File: src/rtl/framebuffer_write_arbiter_if.sv
// Requester handshake bundle plus the framebuffer BRAM write port.
// The arbiter uses the slave modport; clients and the framebuffer side use master.
interface framebuffer_write_arbiter_if #(
    parameter int N_REQ = 3
);
    logic [N_REQ-1:0]    req_valid;
    logic [N_REQ*20-1:0] req_addr;
    logic [N_REQ*6-1:0]  req_data;
    logic [N_REQ-1:0]    req_ready;
    logic                en_write_framebuffer;
    logic [19:0]         framebuffer_addr;
    logic [5:0]          framebuffer_data;

    modport master (
        output req_valid,
        output req_addr,
        output req_data,
        input  req_ready,
        input  en_write_framebuffer,
        input  framebuffer_addr,
        input  framebuffer_data
    );

    modport slave (
        input  req_valid,
        input  req_addr,
        input  req_data,
        output req_ready,
        output en_write_framebuffer,
        output framebuffer_addr,
        output framebuffer_data
    );
endinterface

File: src/rtl/framebuffer_write_arbiter.sv
// Round-robin arbiter for the framebuffer write port, with a full-screen
// clear sequencer that takes over the port while it runs.
//
// state | meaning
// ARB   | round-robin grant to requesters, one write per cycle
// CLEAR | sequencer writes CLEAR_COLOR to every pixel, requesters stalled
module framebuffer_write_arbiter #(
    parameter int          H_RES       = 640,
    parameter int          V_RES       = 480,
    parameter int          N_REQ       = 3,
    parameter logic [5:0]  CLEAR_COLOR = 6'd0
) (
    input  logic                        clk,
    input  logic                        rst_n,
    framebuffer_write_arbiter_if.slave  bus,
    input  logic                        clear_start,
    output logic                        clear_busy,
    output logic                        clear_done,
    output logic [7:0]                  drop_count
);
    localparam int          IDX_W     = $clog2(N_REQ);
    localparam logic [19:0] PIX_TOTAL = 20'(H_RES * V_RES);
    localparam logic [19:0] PIX_LAST  = PIX_TOTAL - 20'd1;

    typedef enum logic {
        ARB   = 1'b0,
        CLEAR = 1'b1
    } state_t;

    state_t           state;
    state_t           state_nxt;
    logic [IDX_W-1:0] rr_last;
    logic [IDX_W-1:0] grant_idx;
    logic             grant_vld;
    logic [19:0]      grant_addr;
    logic [5:0]       grant_data;
    logic [19:0]      clear_cnt;

    // Two descending passes: the second pass overrides with the lowest index
    // above rr_last, so wrap-around candidates only win when none are above it.
    always_comb begin
        grant_vld  = 1'b0;
        grant_idx  = rr_last;
        grant_addr = '0;
        grant_data = '0;
        if (state == ARB && !clear_start) begin
            for (int j = N_REQ - 1; j >= 0; j--) begin
                if (bus.req_valid[j] && (IDX_W'(j) <= rr_last)) begin
                    grant_vld  = 1'b1;
                    grant_idx  = IDX_W'(j);
                    grant_addr = bus.req_addr[20*j +: 20];
                    grant_data = bus.req_data[6*j +: 6];
                end
            end
            for (int j = N_REQ - 1; j >= 0; j--) begin
                if (bus.req_valid[j] && (IDX_W'(j) > rr_last)) begin
                    grant_vld  = 1'b1;
                    grant_idx  = IDX_W'(j);
                    grant_addr = bus.req_addr[20*j +: 20];
                    grant_data = bus.req_data[6*j +: 6];
                end
            end
        end
    end

    assign bus.req_ready = grant_vld ? (N_REQ'(1) << grant_idx) : '0;

    always_comb begin
        state_nxt = state;
        case (state)
            ARB:     if (clear_start) state_nxt = CLEAR;
            CLEAR:   if (clear_cnt == PIX_LAST) state_nxt = ARB;
            default: state_nxt = ARB;
        endcase
    end

    always_ff @(posedge clk or negedge rst_n) begin
        if (!rst_n) begin
            state <= ARB;
        end else begin
            state <= state_nxt;
        end
    end

    always_ff @(posedge clk or negedge rst_n) begin
        if (!rst_n) begin
            rr_last                  <= IDX_W'(N_REQ - 1);
            clear_cnt                <= '0;
            clear_busy               <= 1'b0;
            clear_done               <= 1'b0;
            drop_count               <= '0;
            bus.en_write_framebuffer <= 1'b0;
            bus.framebuffer_addr     <= '0;
            bus.framebuffer_data     <= '0;
        end else begin
            bus.en_write_framebuffer <= 1'b0;
            clear_busy               <= 1'b0;
            clear_done               <= 1'b0;
            case (state)
                ARB: begin
                    if (grant_vld) begin
                        rr_last <= grant_idx;
                        if (grant_addr < PIX_TOTAL) begin
                            bus.en_write_framebuffer <= 1'b1;
                            bus.framebuffer_addr     <= grant_addr;
                            bus.framebuffer_data     <= grant_data;
                        end else if (drop_count != 8'hFF) begin
                            drop_count <= drop_count + 8'd1;
                        end
                    end
                    if (clear_start) begin
                        clear_cnt <= '0;
                    end
                end
                CLEAR: begin
                    bus.en_write_framebuffer <= 1'b1;
                    bus.framebuffer_addr     <= clear_cnt;
                    bus.framebuffer_data     <= CLEAR_COLOR;
                    clear_busy               <= 1'b1;
                    clear_done               <= (clear_cnt == PIX_LAST);
                    clear_cnt                <= (clear_cnt == PIX_LAST) ? 20'd0 : clear_cnt + 20'd1;
                end
                default: ;
            endcase
        end
    end
endmodule
File: src/flat_wrapper.sv
// flat-port wrapper written by rule: the top's interface ports become plain ports
module framebuffer_write_arbiter_flat 
#(
    parameter int          H_RES       = 640,
    parameter int          V_RES       = 480,
    parameter int          N_REQ       = 3,
    parameter logic [5:0]  CLEAR_COLOR = 6'd0
)
  (clk, rst_n, clear_start, clear_busy, clear_done, drop_count, bus_req_valid, bus_req_addr, bus_req_data, bus_req_ready, bus_en_write_framebuffer, bus_framebuffer_addr, bus_framebuffer_data);
  framebuffer_write_arbiter_if #(.N_REQ(N_REQ)) bus_i ();
  input  logic clk;
  input  logic rst_n;
  input  logic clear_start;
  output logic clear_busy;
  output logic clear_done;
  output logic [7:0] drop_count;
  input wire logic [$bits(bus_i.req_valid)-1:0] bus_req_valid;
  input wire logic [$bits(bus_i.req_addr)-1:0] bus_req_addr;
  input wire logic [$bits(bus_i.req_data)-1:0] bus_req_data;
  output wire logic [$bits(bus_i.req_ready)-1:0] bus_req_ready;
  output wire logic [$bits(bus_i.en_write_framebuffer)-1:0] bus_en_write_framebuffer;
  output wire logic [$bits(bus_i.framebuffer_addr)-1:0] bus_framebuffer_addr;
  output wire logic [$bits(bus_i.framebuffer_data)-1:0] bus_framebuffer_data;
  assign bus_i.req_valid = bus_req_valid;
  assign bus_i.req_addr = bus_req_addr;
  assign bus_i.req_data = bus_req_data;
  assign bus_req_ready = bus_i.req_ready;
  assign bus_en_write_framebuffer = bus_i.en_write_framebuffer;
  assign bus_framebuffer_addr = bus_i.framebuffer_addr;
  assign bus_framebuffer_data = bus_i.framebuffer_data;
  framebuffer_write_arbiter #(.H_RES(H_RES), .V_RES(V_RES), .N_REQ(N_REQ), .CLEAR_COLOR(CLEAR_COLOR)) u_core (.clk(clk), .rst_n(rst_n), .bus(bus_i), .clear_start(clear_start), .clear_busy(clear_busy), .clear_done(clear_done), .drop_count(drop_count));
endmodule
File: config.mk
export PLATFORM = sky130hd
export DESIGN_NAME = framebuffer_write_arbiter_flat
export DESIGN_NICKNAME = d
export VERILOG_FILES = /design/src/rtl/framebuffer_write_arbiter_if.sv /design/src/rtl/framebuffer_write_arbiter.sv /design/src/flat_wrapper.sv
export SDC_FILE = /design/constraint.sdc
export NUM_CORES = 1
export LEC_CHECK = 0
export ABC_CLOCK_PERIOD_IN_PS = 3300
export CAP_MARGIN = 0
export CORE_ASPECT_RATIO = 0.6
export CORE_MARGIN = 2
export CORE_UTILIZATION = 40
export DETAILED_ROUTE_END_ITERATION = 12
export PLACE_DENSITY = 0.71
export REMOVE_ABC_BUFFERS = 1
export SLEW_MARGIN = 30
export SYNTH_ARGS = -nofsm -noshare
export SYNTH_HDL_FRONTEND = slang
export SYNTH_SLANG_ARGS = --single-unit
File: constraint.sdc
create_clock -name clk -period 3.3 [get_ports clk]
set_input_delay 0.66 -clock clk [delete_from_list [all_inputs] [get_ports clk]]
set_output_delay 0.66 -clock clk [all_outputs]
set_load 0.02 [all_outputs]
==> results by group <==
Outcome
  – Run status: finished clean

Layout
  – Fill cell count: roughly 800
  – Layout cells sized above 1: between 10 and 15%
  – Final core utilization: between 60% and 70%
  – Final instance area: about 0.0058 mm2
  – P&R area growth vs syn: 47.3%
  – Area of the multi-input gates: 0.00214 mm2
  – FF/Latch Area: between 0.0015 and 0.002 mm2
  – Final net count: ~700
  – # diodes: 0

Global route
  – M3 GR Usage: between 6 and 7%
  – Most used routing layer: met2
  – Largest net degree at the start of global routing: 35
  – Initial antenna violation count: 0
  – Vias in the first global route: around 4,200
  – GR Layer Usage met2: approximately 41%
  – GRT met1 Usage: between 30% and 40%
  – First-pass GRT wire length: ~22 mm
  – Total global-route track usage: 26.1%
  – Global route total overflow: 0

Floorplanning
  – Full die area: roughly 0.011 mm2
  – Initial Util: roughly two fifths
  – Die height: 80.6 um
  – Core area: between 0.009 and 0.01 mm2
  – I/O Pins: roughly 120
  – Cell Rows: 27
  – Die Span X: 132 um

Yosys
  – Synth Cell Area: slightly below 0.004 mm2
  – Syn Inst Count: ~470
  – #FFs+latches synth: 60
  – Fraction of registers with async set/reset: between 90% and 100%
  – Post-synth top flop: dfrtp_1
  – Post-synth EDFFs: 0
  – Post-synthesis sequential area ratio: between 30% and 40%
  – Synth unique cells: 60
  – Synth Area per Inst: 8.31 um2
  – Yosys Warn Count: 0

Timing
  – Fin. Hold Viols: 0
  – Rel. slew slack: ~48%
  – Clock skew: between 0.003 and 0.004 ns
  – Fin crit share: between 90 and 100%
  – Fin. max-slew vios: 0
  – Final setup viols: 0
  – Actual slew at the worst max-slew pin: 0.781 ns
  – RSZ-0062 raised after global routing: no
  – Achievable frequency: 0.308 GHz
  – Final min period: approximately 3.2 ns
  – Hold_ws: roughly 0.41 ns

Detailed routing
  – Vias per cell: 5.78
  – Post-DRT Antenna Nets: 0
  – Iteration-0 DRC Markers: just over 300
  – Drt wl/cell: ~18 um
  – Routed vias: between 4,000 and 5,000
  – Drt pass-1 iters: 5
  – DRC violations left: 0
  – Wirelength, routed: ~13 mm

Clocking
  – Max clock buf depth: 2
  – Clk sinks: 60
  – Clock Latency Late Sink: 0.33 ns
  – Clock-pin transition on the worst setup and hold timing paths: 0.05 ns
  – Root Driver: clkbuf_16
  – CTS tree: yes
  – CTS Buf Count: 9
  – H-tree depth: 3

Worst hold path
  – Hold crit path type: in2async

Power and ir drop
  – Combinational Power Share: around 28%
  – VDD IR max: ~0.00035 V
  – Leak pwr: around 2.5 nW
  – Power share of the sequential group: roughly 37%
  – Switching power: 0.000884 W
  – Internal power: between 0.0015 and 0.002 W
  – Sw frac: between 30% and 40%
  – PwrDens: just under 500 mW/mm2
  – Clk network pwr share: a little over a third

Critical path
  – Critical Setup Path Class: in2out
  – Crit path launch type: input port
  – Req. time, crit path: between 2 and 3 ns
  – CP Capture Type: primary output
  – Crit path max fanout: 16
  – Arrival @ worst endpoint: approximately 2.6 ns
  – Worst Reg-to-Reg Cells: 7

Run
  – Max cap viols: 0

Place
  – Half-perimeter wire length after placement: between 10 and 15 mm
  – Placed cell areas: about 0.0054 mm2
  – RePlAce Congestion: slightly below 0.9
  – IO buf count: approximately 120
## Yosys cell counts, types with 5 or more instances
| library cell | instances | area, um2 |
|---|---|---|
| dfrtp_1 | 59 | 1480 |
| nor2_1 | 31 | 116 |
| o22ai_1 | 14 | 87.6 |
| and3_1 | 5 | 31.3 |
| a21oi_1 | 33 | 165 |
| clkbuf_1 | 16 | 60.1 |
| o31ai_1 | 14 | 105 |
| o221ai_1 | 8 | 70.1 |
| a31oi_1 | 6 | 37.5 |
| o21ai_0 | 28 | 140 |
| a31o_2 | 18 | 158 |
| o211ai_1 | 16 | 120 |
| buf_6 | 6 | 67.6 |
| a22o_1 | 5 | 43.8 |
| nand2_1 | 71 | 267 |
| nand3_1 | 14 | 70.1 |
| buf_2 | 6 | 30.0 |
| nor3_1 | 24 | 120 |
| inv_1 | 19 | 71.3 |
| xor2_1 | 9 | 78.8 |
## final timing paths
check / start / to / slack [ns]
worst max-delay path: bus_req_valid[0] / bus_req_ready[0] / 0.06
worst min-delay path: rst_n / u_core.clear_cnt[19]$_DFFE_PN0N_ / 0.41
worst max register to register: u_core.rr_last[1]$_DFFE_PN1P_ / u_core.bus.framebuffer_addr[16]$_DFFE_PN0P_ / 0.48
worst min register to register: u_core.bus.framebuffer_addr[19]$_DFFE_PN0P_ / u_core.bus.framebuffer_addr[19]$_DFFE_PN0P_ / 0.50
max in group asynchronous: rst_n / u_core.drop_count[0]$_DFFE_PN0P_ / 2.16
min in group clk: u_core.bus.framebuffer_addr[19]$_DFFE_PN0P_ / u_core.bus.framebuffer_addr[19]$_DFFE_PN0P_ / 0.50
## stage by stage
step,worst slack [ns],TNS [ns],cells,power (W)
6_report,0.0559,0,750,0.00286
5_1_grt,0.00791,0,750,0.00301
4_1_cts,0.0484,0,749,0.00286
3_5_place_dp,-0.0373,-0.0436,733,0.00184
3_3_place_gp,-0.0398,-0.0398,733,0.00182
2_1_floorplan,0.220,0,439,0.00142
## sequential cells by signal, summed over array words and instances, names as in the netlist
register	flops
u_core.bus.en_write_framebuffer	1
u_core.bus.framebuffer_addr	20
u_core.bus.framebuffer_data	6
u_core.clear_busy	1
u_core.clear_cnt	20
u_core.clear_done	1
u_core.drop_count	8
u_core.rr_last	2
u_core.state	1
## critical path, stage by stage
cell and delay [ns]:
clkdlybuf4s50_1 0.54, buf_4 0.13, buf_4 0.21, clkinv_1 0.17, nor3_1 0.22, clkdlybuf4s50_1 0.64
## cells by family after synthesis
family	after synthesis	synth area share, %
AOI/OAI and AO/OA	172	30.4
xor gates and xnor gates	10	2.24
adders and majority gates	2	0.639
buffers and inverters	53	6.81
DFF	60	38.4
muxes	3	0.831
and+or+nand+nor	171	20.6
## what timing repair did
item                                    CTS  global route
hold buffers                              0             0
gates resized for setup                   1             1
endpoints found under the setup margin    1             1
buffers inserted                          0             1
## power groups by stage
stage / Combinational (W) / Sequential [W] / Clock, W
3_5_place_dp: 0.000796 / 0.00105 / 0
3_3_place_gp: 0.000779 / 0.00104 / 0
2_1_floorplan: 0.000336 / 0.00108 / 0
4_1_cts: 0.000803 / 0.00104 / 0.00102
6_report: 0.000804 / 0.00105 / 0.00101
5_1_grt: 0.000877 / 0.00107 / 0.00106
## layout make-up
class                      instances  area share, %
clock inverter                     4           1.26
tap                              130           2.82
clock buffer                      12           4.28
inverter                          21           1.37
timing repair buffer             165           27.0
sequential                        60           26.1
multi-input combinational        358           37.2
## routing by layer
metal  part of all wire (%)  routed length (um)
met5                      0                   0
met4                   0.85                 114
met3                     10                1340
met1                     45                6010
met2                     45                5990
## cells in the final DEF (no fill, tap or decap), types with 2 or more instances in the layout
| cell type | n |
|---|---|
| o211ai_1 | 16 |
| o32ai_1 | 3 |
| a22o_1 | 5 |
| dfrtp_1 | 59 |
| nand4_1 | 4 |
| nor3_1 | 24 |
| clkbuf_1 | 2 |
| clkdlybuf4s50_1 | 120 |
| o221ai_1 | 8 |
| a21o_1 | 3 |
| o22ai_1 | 14 |
| xor2_1 | 9 |
| nor4_1 | 2 |
| o21ai_0 | 28 |
| a211oi_1 | 2 |
| clkinv_1 | 2 |
| a21oi_1 | 33 |
| o31ai_1 | 14 |
| nand3_1 | 14 |
| nand2b_4 | 2 |
| nand2_1 | 71 |
| bufinv_16 | 2 |
| nor2b_1 | 4 |
| and2_1 | 3 |
| clkbuf_16 | 9 |
| a31oi_1 | 6 |
| nand2b_1 | 3 |
| ha_1 | 2 |
| buf_4 | 41 |
| nor2_1 | 31 |
| mux2_2 | 2 |
| a31o_2 | 18 |
| o21ai_1 | 2 |
| a221oi_1 | 2 |
| a31o_1 | 2 |
| and3_1 | 5 |
| inv_1 | 19 |
| a221o_1 | 4 |
Note: power is estimated with default switching activity, not from simulation.
